**config.mk**
```make
export PLATFORM = sky130hd
export DESIGN_NAME = findstr_arbiter
export DESIGN_NICKNAME = d
export VERILOG_FILES = /design/src/rtl/findstr_pkg.sv /design/src/rtl/rr_pick.sv /design/src/rtl/findstr_arbiter.sv
export SDC_FILE = /design/constraint.sdc
export NUM_CORES = 1
export LEC_CHECK = 0
export ABC_AREA = 1
export CORE_ASPECT_RATIO = 1.4
export CORE_MARGIN = 4
export CORE_UTILIZATION = 43
export CTS_CLUSTER_SIZE = 25
export DETAILED_ROUTE_END_ITERATION = 10
export PLACE_DENSITY_LB_ADDON = 0.2
export SYNTH_ARGS = -nofsm -noshare
export SYNTH_HDL_FRONTEND = slang
export SYNTH_SLANG_ARGS = --single-unit
```
**constraint.sdc**
```tcl
create_clock -name clk -period 1.35 [get_ports clk]
set_clock_uncertainty 0.05 [all_clocks]
set_input_delay 0.27 -clock clk [delete_from_list [all_inputs] [get_ports clk]]
set_output_delay 0.27 -clock clk [all_outputs]
set_load 0.03 [all_outputs]
```
**src/rtl/findstr_pkg.sv**
```systemverilog
`default_nettype none
// +------------------------------------------------------------------+
// | findstr_pkg : shared types and widths for the findstr arbiter    |
// | Revision    : 1.0                                                |
// +------------------------------------------------------------------+
package findstr_pkg;

   localparam int BYTE_W = 8;
   localparam int CNT_W  = 4;
   localparam int LEN_W  = 16;

   typedef enum logic [2:0] {
      IDLE   = 3'd0,
      CLEAR  = 3'd1,
      STREAM = 3'd2,
      DRAIN  = 3'd3,
      REPORT = 3'd4
   } state_e;

endpackage
`default_nettype wire

```
**src/rtl/rr_pick.sv**
```systemverilog
`default_nettype none
// +------------------------------------------------------------------+
// | rr_pick  : combinational round-robin winner selection            |
// | Revision : 1.0                                                   |
// +------------------------------------------------------------------+
module rr_pick #(
   parameter int N_REQ = 4,
   parameter int IDW   = 2
) (
   input  logic [N_REQ-1:0] req,
   input  logic [IDW-1:0]   last_grant,
   output logic [IDW-1:0]   winner,
   output logic             valid
);

   logic [IDW-1:0] idx;

   // Walk offsets from farthest to nearest so the nearest requester after
   // last_grant is the final assignment and therefore wins.
   always_comb begin
      winner = '0;
      valid  = 1'b0;
      idx    = '0;
      for (int off = N_REQ; off >= 1; off--) begin
         idx = IDW'((int'(last_grant) + off) % N_REQ);
         if (req[idx]) begin
            winner = idx;
            valid  = 1'b1;
         end
      end
   end

endmodule
`default_nettype wire

```
**src/rtl/findstr_arbiter.sv**
```systemverilog
`default_nettype none
// +------------------------------------------------------------------+
// | findstr_arbiter : round-robin frame scheduler sharing one        |
// |                   findstr matcher between N_REQ byte streams     |
// | Revision        : 1.0                                            |
// +------------------------------------------------------------------+
module findstr_arbiter
   import findstr_pkg::*;
#(
   parameter int N_REQ     = 4,
   parameter int MATCH_LAT = 2,
   parameter int IDW       = 2
) (
   input  logic                    clk,
   input  logic                    rst,
   input  logic [N_REQ-1:0]        req,
   input  logic [N_REQ-1:0]        s_valid,
   input  logic [BYTE_W*N_REQ-1:0] s_data,
   input  logic [N_REQ-1:0]        s_last,
   output logic [N_REQ-1:0]        s_ready,
   output logic                    m_clr,
   output logic                    m_dv,
   output logic [BYTE_W-1:0]       m_data,
   input  logic [CNT_W-1:0]        m_num,
   output logic [N_REQ-1:0]        done,
   output logic [CNT_W-1:0]        count,
   output logic [LEN_W-1:0]        frame_bytes,
   output logic                    busy,
   output logic [IDW-1:0]          grant_id
);

   localparam int DRN_W = (MATCH_LAT < 1) ? 1 : $clog2(MATCH_LAT + 1);

   state_e            state_q, state_d;
   logic [IDW-1:0]    grant_q, grant_d;
   logic [IDW-1:0]    last_q, last_d;
   logic [LEN_W-1:0]  bytes_q, bytes_d;
   logic [LEN_W-1:0]  frame_q, frame_d;
   logic [CNT_W-1:0]  count_q, count_d;
   logic [DRN_W-1:0]  drain_q, drain_d;
   logic              m_dv_q, m_dv_d;
   logic [BYTE_W-1:0] m_data_q, m_data_d;

   logic [IDW-1:0]    pick_idx;
   logic              pick_valid;
   logic              sel_valid, sel_last, accept;
   logic [BYTE_W-1:0] sel_data;

   rr_pick #(
      .N_REQ (N_REQ),
      .IDW   (IDW)
   ) u_pick (
      .req        (req),
      .last_grant (last_q),
      .winner     (pick_idx),
      .valid      (pick_valid)
   );

   always_comb begin
      sel_valid = 1'b0;
      sel_last  = 1'b0;
      sel_data  = '0;
      for (int i = 0; i < N_REQ; i++) begin
         if (grant_q == IDW'(i)) begin
            sel_valid = s_valid[i];
            sel_last  = s_last[i];
            sel_data  = s_data[i*BYTE_W +: BYTE_W];
         end
      end
   end

   assign accept = (state_q == STREAM) && sel_valid;

   always_ff @(posedge clk) begin
      if (rst) begin
         state_q  <= IDLE;
         grant_q  <= '0;
         last_q   <= IDW'(N_REQ - 1);
         bytes_q  <= '0;
         frame_q  <= '0;
         count_q  <= '0;
         drain_q  <= '0;
         m_dv_q   <= 1'b0;
         m_data_q <= '0;
      end else begin
         state_q  <= state_d;
         grant_q  <= grant_d;
         last_q   <= last_d;
         bytes_q  <= bytes_d;
         frame_q  <= frame_d;
         count_q  <= count_d;
         drain_q  <= drain_d;
         m_dv_q   <= m_dv_d;
         m_data_q <= m_data_d;
      end
   end

   always_comb begin
      state_d = state_q;
      unique case (state_q)
         IDLE:    if (pick_valid) state_d = CLEAR;
         CLEAR:   state_d = STREAM;
         STREAM:  if (accept && sel_last) state_d = DRAIN;
         DRAIN:   if (drain_q == '0) state_d = REPORT;
         REPORT:  state_d = IDLE;
         default: state_d = IDLE;
      endcase
   end

   // Result registers load on the DRAIN->REPORT edge so count and
   // frame_bytes are already valid in the cycle that carries done.
   always_comb begin
      grant_d  = grant_q;
      last_d   = last_q;
      bytes_d  = bytes_q;
      frame_d  = frame_q;
      count_d  = count_q;
      drain_d  = drain_q;
      m_dv_d   = 1'b0;
      m_data_d = m_data_q;
      unique case (state_q)
         IDLE:   if (pick_valid) grant_d = pick_idx;
         CLEAR:  bytes_d = '0;
         STREAM: begin
            if (accept) begin
               m_dv_d   = 1'b1;
               m_data_d = sel_data;
               if (bytes_q != '1) bytes_d = bytes_q + 1'b1;
               if (sel_last) drain_d = DRN_W'(MATCH_LAT);
            end
         end
         DRAIN: begin
            if (drain_q != '0) begin
               drain_d = drain_q - 1'b1;
            end else begin
               count_d = m_num;
               frame_d = bytes_q;
            end
         end
         REPORT:  last_d = grant_q;
         default: ;
      endcase
   end

   always_comb begin
      s_ready = '0;
      done    = '0;
      m_clr   = 1'b0;
      busy    = (state_q != IDLE);
      unique case (state_q)
         CLEAR:   m_clr = 1'b1;
         STREAM:  s_ready[grant_q] = 1'b1;
         REPORT:  done[grant_q] = 1'b1;
         default: ;
      endcase
   end

   assign m_dv        = m_dv_q;
   assign m_data      = m_data_q;
   assign count       = count_q;
   assign frame_bytes = frame_q;
   assign grant_id    = grant_q;

endmodule
`default_nettype wire

```
---- Yosys cells after proc, flatten, opt, wreduce, memory -nomap -nowiden ----
Cells that the tools add are included.
word-level totals
  register bits ........................... 54
  bits of input ports ..................... 50
  output and inout bits ................... 41
  word-level logic and storage cells ...... 100
operators by class
  $add $sub $neg .......................... 6
  order comparisons ....................... 6
  equal/unequal tests ..................... 15
  muxes and demuxes ....................... 45
  bitwise gates (word level) .............. 2
  reduce and logical (&&, ||, !) cells .... 17
operator list
  operator               number
  $mux 16                2
  $mux 8                 4
  $pmux 16 s2            1
  $mux 1                 19
  $add 16x1->16 const B  1
  $ne 16x16->1 const B   1
  $lt 2x3->1 const B     5
  $mux 2                 7
  $pmux 3 s4             1
  $ne 2x2->1 const B     5
  $mux 3                 3
  $bmux 1 s2             4
  $mux 4                 2
  $eq 3x2->1 const B     2
  $reduce_and 2->1       3
  $reduce_and 3->1       2
  $reduce_bool 2->1      3
  $add 2x1->2 const B    2
  $add 2x2->2 const B    2
  $eq 2x2->1 const B     2
  $logic_not 2->1        2
  $ne 2x1->1 const B     2
  $pmux 2 s2             1
  $reduce_and 4->1       1
  11 further kinds       14

---- Longest topological paths before layout ----
  depth after elaboration ................. 9
  mapped depth ............................ 13
  depth with buffers taken out ............ 12

---- Modules after synthesis ----
A second synthesis with hierarchy kept.
second synthesis, totals
  cell total of the unflattened synthesis .. 488
  area total of the unflattened synthesis .. 3120.5 µm²
by module, submodules not included
  module           instances  cells each  area an instance (µm²)  seq. area each (µm²)
  findstr_arbiter  1          439         2894.0                  1081.0
  rr_pick          1          49          226.5                   0.0

---- Least setup slack after synthesis ----
Ideal clock, no wire load.
  kind .................................... register to register
  start ................................... reg grant_q[1] (netlist: grant_id[1])
  end ..................................... reg drain_q[0]
  library setup time ...................... 0.110 ns
  data arrival time ....................... 1.730 ns
  data required time ...................... 1.190 ns
  path slack .............................. -0.540 ns
  stages on the path, launching flop included .. 11
  path buffers ............................ 1
  cell sequence ........................... dfxtp_1 -> buf_6 -> nand2_4 -> nor2_1 -> nand2_1 -> nand2_1 -> nor2_2 -> nand2_1 -> nand2_1 -> inv_1 -> nor2_1
between the ends
  cells in the longest elaborated chain, start to end .. 8
  elaborated cells on any way between the ends .. 16
ends and longest elaborated chain
  element                         RTL line               RTL
  start: declaration              findstr_arbiter.sv:35  logic [IDW-1:0] grant_q, grant_d;
  start signal: assignment        findstr_arbiter.sv:87  grant_q <= grant_d;
  $logic_not 2->1                 findstr_arbiter.sv:64  if (grant_q == IDW'(i)) begin
  $mux 1 (4 in a row)             findstr_arbiter.sv:64
  $logic_and 1x1->1               findstr_arbiter.sv:72  assign accept = (state_q == STREAM) && sel_valid;
  $ne 2x2->1 (no line)            --
  $reduce_and 4->1 (no line) (*)  --
  end signal: assignment          findstr_arbiter.sv:92  drain_q <= drain_d;
  end: declaration                findstr_arbiter.sv:40  logic [DRN_W-1:0] drain_q, drain_d;
Every way passes the cells marked *; elsewhere a longest branch is shown, timed or not.
A chain may end at the register's enable or synchronous reset.

---- Final worst setup path ----
  start ................................... reg state_q[2]
  end ..................................... reg bytes_q[15]
between the ends
  cells in the longest elaborated chain, start to end .. 4
  elaborated cells on any way between the ends .. 8
ends and longest elaborated chain
  element                     RTL line                                       RTL
  start: declaration          findstr_arbiter.sv:34                          state_e state_q, state_d;
  start signal: assignment    findstr_arbiter.sv:86                          state_q <= state_d;
  $eq 3x2->1                  findstr_arbiter.sv:72, findstr_arbiter.sv:121
  $logic_and 1x1->1           findstr_arbiter.sv:72
  $ne 2x2->1 (no line)        --
  $reduce_and 3->1 (no line)  --
  end signal: assignment      findstr_arbiter.sv:89                          bytes_q <= bytes_d;
  end: declaration            findstr_arbiter.sv:37                          logic [LEN_W-1:0] bytes_q, bytes_d;
Parallel ways exist; a longest one is shown, timed or not.

==> results.py <==
metrics = {
    "outcome": {
        "run_status": "finished with violations",
        "failed_checks": "negative setup slack",
    },
    "synthesis": {
        "avgSynthCellArea_um2": 6.529,
        "synth.ff_latch_count": 54,
        "ys.warnings.count": 0,
        "area_of_the_mapped_netlist_um2": 3167,
        "synth.yosys.seq_area_share": 0.3414,
        "syn_nets": 537,
        "synth_cells": 485,
        "synth_cell_type_count": 31,
    },
    "layout": {
        "layout.filler_cells": 425,
        "layout-drive-gt1-share": 0.4605,
        "area_growth_pct": 81.39,
        "antenna_cells_inserted": 0,
        "instances_no_fill": 766,
        "finalNetCount": 722,
    },
    "setup_path": {
        "path_buf_inv": 4,
        "setup.worst_path.start_class": "flop",
        "critPathMostFrequentCell": "sky130_fd_sc_hd__nor2_4",
        "worstPathRequired_ns": 1.54,
        "timing.critical_path.fanout_max": 13,
        "setup.worst_path.end_class": "flop",
        "cpMaxStageDelayCell": "sky130_fd_sc_hd__dfxtp_2",
        "worstSetupPathType": "reg -> reg",
        "timing.critical_path.slowest_cell_delay_ns": 0.39,
        "critical_path_arrival_ns": 1.90,
        "critical-path-top-delay-family": "simple AND/OR/NAND/NOR gates",
        "timing.critical_path.cells": "nor2_4, buf_6, nand2_8, buf_4, inv_4, nand3_4, nand2_4, nor2_4, buf_12, nand2_1, a21oi_1",
    },
    "placement": {
        "place_congestion": 0.9006,
        "dp_hpwl_mm": 7.746,
        "io_buffer_count": 90,
        "dp_worst_setup_slack_ns": -0.3508,
        "dp_cells": 728,
    },
    "pwr": {
        "p_per_area_nw_per_um2": 1568,
        "total_power_mw": 9.005,
        "static-leakage-power_nw": 2.366,
        "peakVddDrop_mv": 1.313,
    },
    "drt": {
        "wl_per_cell_um": 16.81,
        "post-route-drc-count": 0,
        "route.final.wire_length_mm": 12.87,
        "final_antenna_net_count": 0,
        "routed_via_density": 5.405,
        "first_iter_violations": 305,
        "drtPass1Iterations": 5,
        "vias": 4140,
    },
    "floorplanning": {
        "start_util": 0.4478,
        "die_area_um2": 8821,
        "coreArea_um2": 7072,
        "die_y_um": 109.5,
        "placementRows": 36,
        "ios": 91,
        "chipWidth_um": 80.53,
    },
    "timing": {
        "max_fclk_mhz": 584.8,
        "timing.hold.ws_ns": 0.2254,
        "rsz_0062_raised_after_global_routing": "yes",
        "post-route-worst-setup-slack_ns": -0.3599,
        "drv_slew": 0,
        "report.final.hold_viol_count": 0,
        "maxSlewHeadroom": 0.7448,
        "setup_tns_ns": -11.17,
        "finalCritPeriodShare": 1.267,
        "worst_slew_pin_slew_ns": 0.3823,
        "period_minus_slack_ns": 1.710,
        "setup_viol": 64,
    },
    "clock_tree": {
        "cts_buffers": 5,
        "cts-htree-levels": 2,
        "cts_root_buf": "sky130_fd_sc_hd__clkbuf_8",
        "insertion_delay_ns": 0.32,
        "ctsLongestPathBuffers": 2,
        "hold_fix_buffer_count_after_cts": 0,
        "clock_transition_at_path_regs_ns": 0.11,
        "tritoncts_num_sinks": 54,
        "clock_tree_from_tritoncts": "done",
    },
    "global_route": {
        "grt_antenna_before_repair": 0,
        "grt_use_total": 0.2549,
        "grt.overflow.total": 0,
        "grt_start_max_net_pins": 34,
        "first_global_vias": 3879,
        "grt_pass1_wl_mm": 17.65,
    },
    "worst_hold_path": {
        "hold_path_class": "in -> reg",
    },
    "flow_run": {
        "cap_violations": 0,
    },
}
[routing by layer]
layer / vias up / GRT usage / wire (µm)
met4: 0 / 0.1256 / 665
met3: 62 / 0.05082 / 800
met2: 205 / 0.5059 / 7189
li1: 1946 / - / -
met5: - / 0 / 0
met1: 1927 / 0.2412 / 4217
[final cells by class]
class | instances | area, µm² | share of cell area
tap | 95 | 118.9 | 0.02069
timing repair buffer | 196 | 1858 | 0.3235
sequential | 54 | 1102 | 0.1919
multi-input combinational | 376 | 2410 | 0.4195
inverter | 37 | 155.1 | 0.02701
clock inverter | 2 | 17.52 | 0.003049
clock buffer | 6 | 82.58 | 0.01438
[where the power goes]
| part | internal (mW) | total, mW | switching, mW | leakage, nW |
|---|---|---|---|---|
| Sequential | 1.80 | 1.98 | 0.181 | 0.441 |
| Clock | 0.425 | 1.04 | 0.616 | 0.0514 |
| Combinational | 2.59 | 5.99 | 3.40 | 1.87 |
[state kept, by name (all words and copies together), names as in the netlist]
name / flops
m_data: 8
grant_id: 2
m_dv: 1
bytes_q: 16
drain_q: 2
last_q: 2
frame_bytes: 16
state_q: 3
count: 4
[stage by stage]
step           instance area [µm²]    util
2_1_floorplan                 3256       -
3_3_place_gp                  4720  0.6674
3_5_place_dp                  4720  0.6674
4_1_cts                       5233  0.7399
5_1_grt                       5744  0.8123
6_report                      5744  0.8123
[worst register-to-register path, delay by kind of cell (launching register included)]
family | cells | cell delay, ns
AOI/OAI and AO/OA | 1 | 0.16
buffers and inverters | 4 | 0.49
DFF | 1 | 0.39
and+or+nand+nor | 6 | 0.55
[cells in the mapped netlist (all sizes together)]
cell type | instances | area [µm²]
a21oi | 41 | 242.7
a31oi | 2 | 12.51
buf | 8 | 58.80
clkbuf | 13 | 48.80
clkinv | 2 | 12.51
dfxtp | 54 | 1081
ha | 2 | 25.02
inv | 35 | 131.4
nand2 | 171 | 701.9
nand3 | 52 | 290.3
nand4 | 14 | 87.58
nor2 | 66 | 296.5
nor3 | 1 | 10.01
nor3b | 1 | 7.510
o211ai | 3 | 22.52
o21ai | 9 | 45.04
o21bai | 3 | 22.52
o2bb2ai | 1 | 8.760
xnor2 | 4 | 35.03
xor2 | 3 | 26.28
[layout by cell type, fill, tap and decap left out, types with 4 or more instances in the layout]
| cell | count |
|---|---|
| sky130_fd_sc_hd__a21oi_1 | 17 |
| sky130_fd_sc_hd__a21oi_2 | 23 |
| sky130_fd_sc_hd__buf_12 | 8 |
| sky130_fd_sc_hd__buf_2 | 7 |
| sky130_fd_sc_hd__buf_4 | 93 |
| sky130_fd_sc_hd__buf_6 | 28 |
| sky130_fd_sc_hd__clkbuf_8 | 6 |
| sky130_fd_sc_hd__clkdlybuf4s50_1 | 48 |
| sky130_fd_sc_hd__dfxtp_1 | 45 |
| sky130_fd_sc_hd__dfxtp_2 | 5 |
| sky130_fd_sc_hd__dfxtp_4 | 4 |
| sky130_fd_sc_hd__inv_1 | 27 |
| sky130_fd_sc_hd__inv_2 | 5 |
| sky130_fd_sc_hd__nand2_1 | 118 |
| sky130_fd_sc_hd__nand2_2 | 32 |
| sky130_fd_sc_hd__nand2_4 | 19 |
| sky130_fd_sc_hd__nand3_1 | 33 |
| sky130_fd_sc_hd__nand3_2 | 12 |
| sky130_fd_sc_hd__nand3_4 | 8 |
| sky130_fd_sc_hd__nand4_1 | 14 |
| sky130_fd_sc_hd__nor2_1 | 37 |
| sky130_fd_sc_hd__nor2_2 | 11 |
| sky130_fd_sc_hd__nor2_4 | 18 |
| sky130_fd_sc_hd__o21ai_0 | 8 |
[cells by family after synthesis]
logic type	after synthesis	synth area share
xor+xnor	7	0.01936
simple gates	305	0.4401
fa+ha+maj	2	0.007901
compound gates	59	0.1118
flops	54	0.3414
buf+inv	58	0.07941
[final timing paths]
path | cells after the start | slack [ns] | end | startpoint
worst min-delay path | 3 | 0.23 | last_q[1]$_SDFFE_PP1N_ | rst
worst min register to register | 2 | 0.42 | m_data[4]$_SDFFE_PP0P_ | m_data[4]$_SDFFE_PP0P_
worst max-delay path | 11 | -0.36 | bytes_q[15]$_SDFFE_PP0P_ | state_q[2]$_SDFFE_PP0P_
worst max register to register | 11 | -0.36 | bytes_q[15]$_SDFFE_PP0P_ | state_q[2]$_SDFFE_PP0P_
[repair_timing]
action	in CTS	in global routing
pin swaps	23	29
setup endpoints to repair	75	69
setup buffers	14	10
gates resized for setup	102	126
cloned	3	4
(Power assumes the default switching activity.)
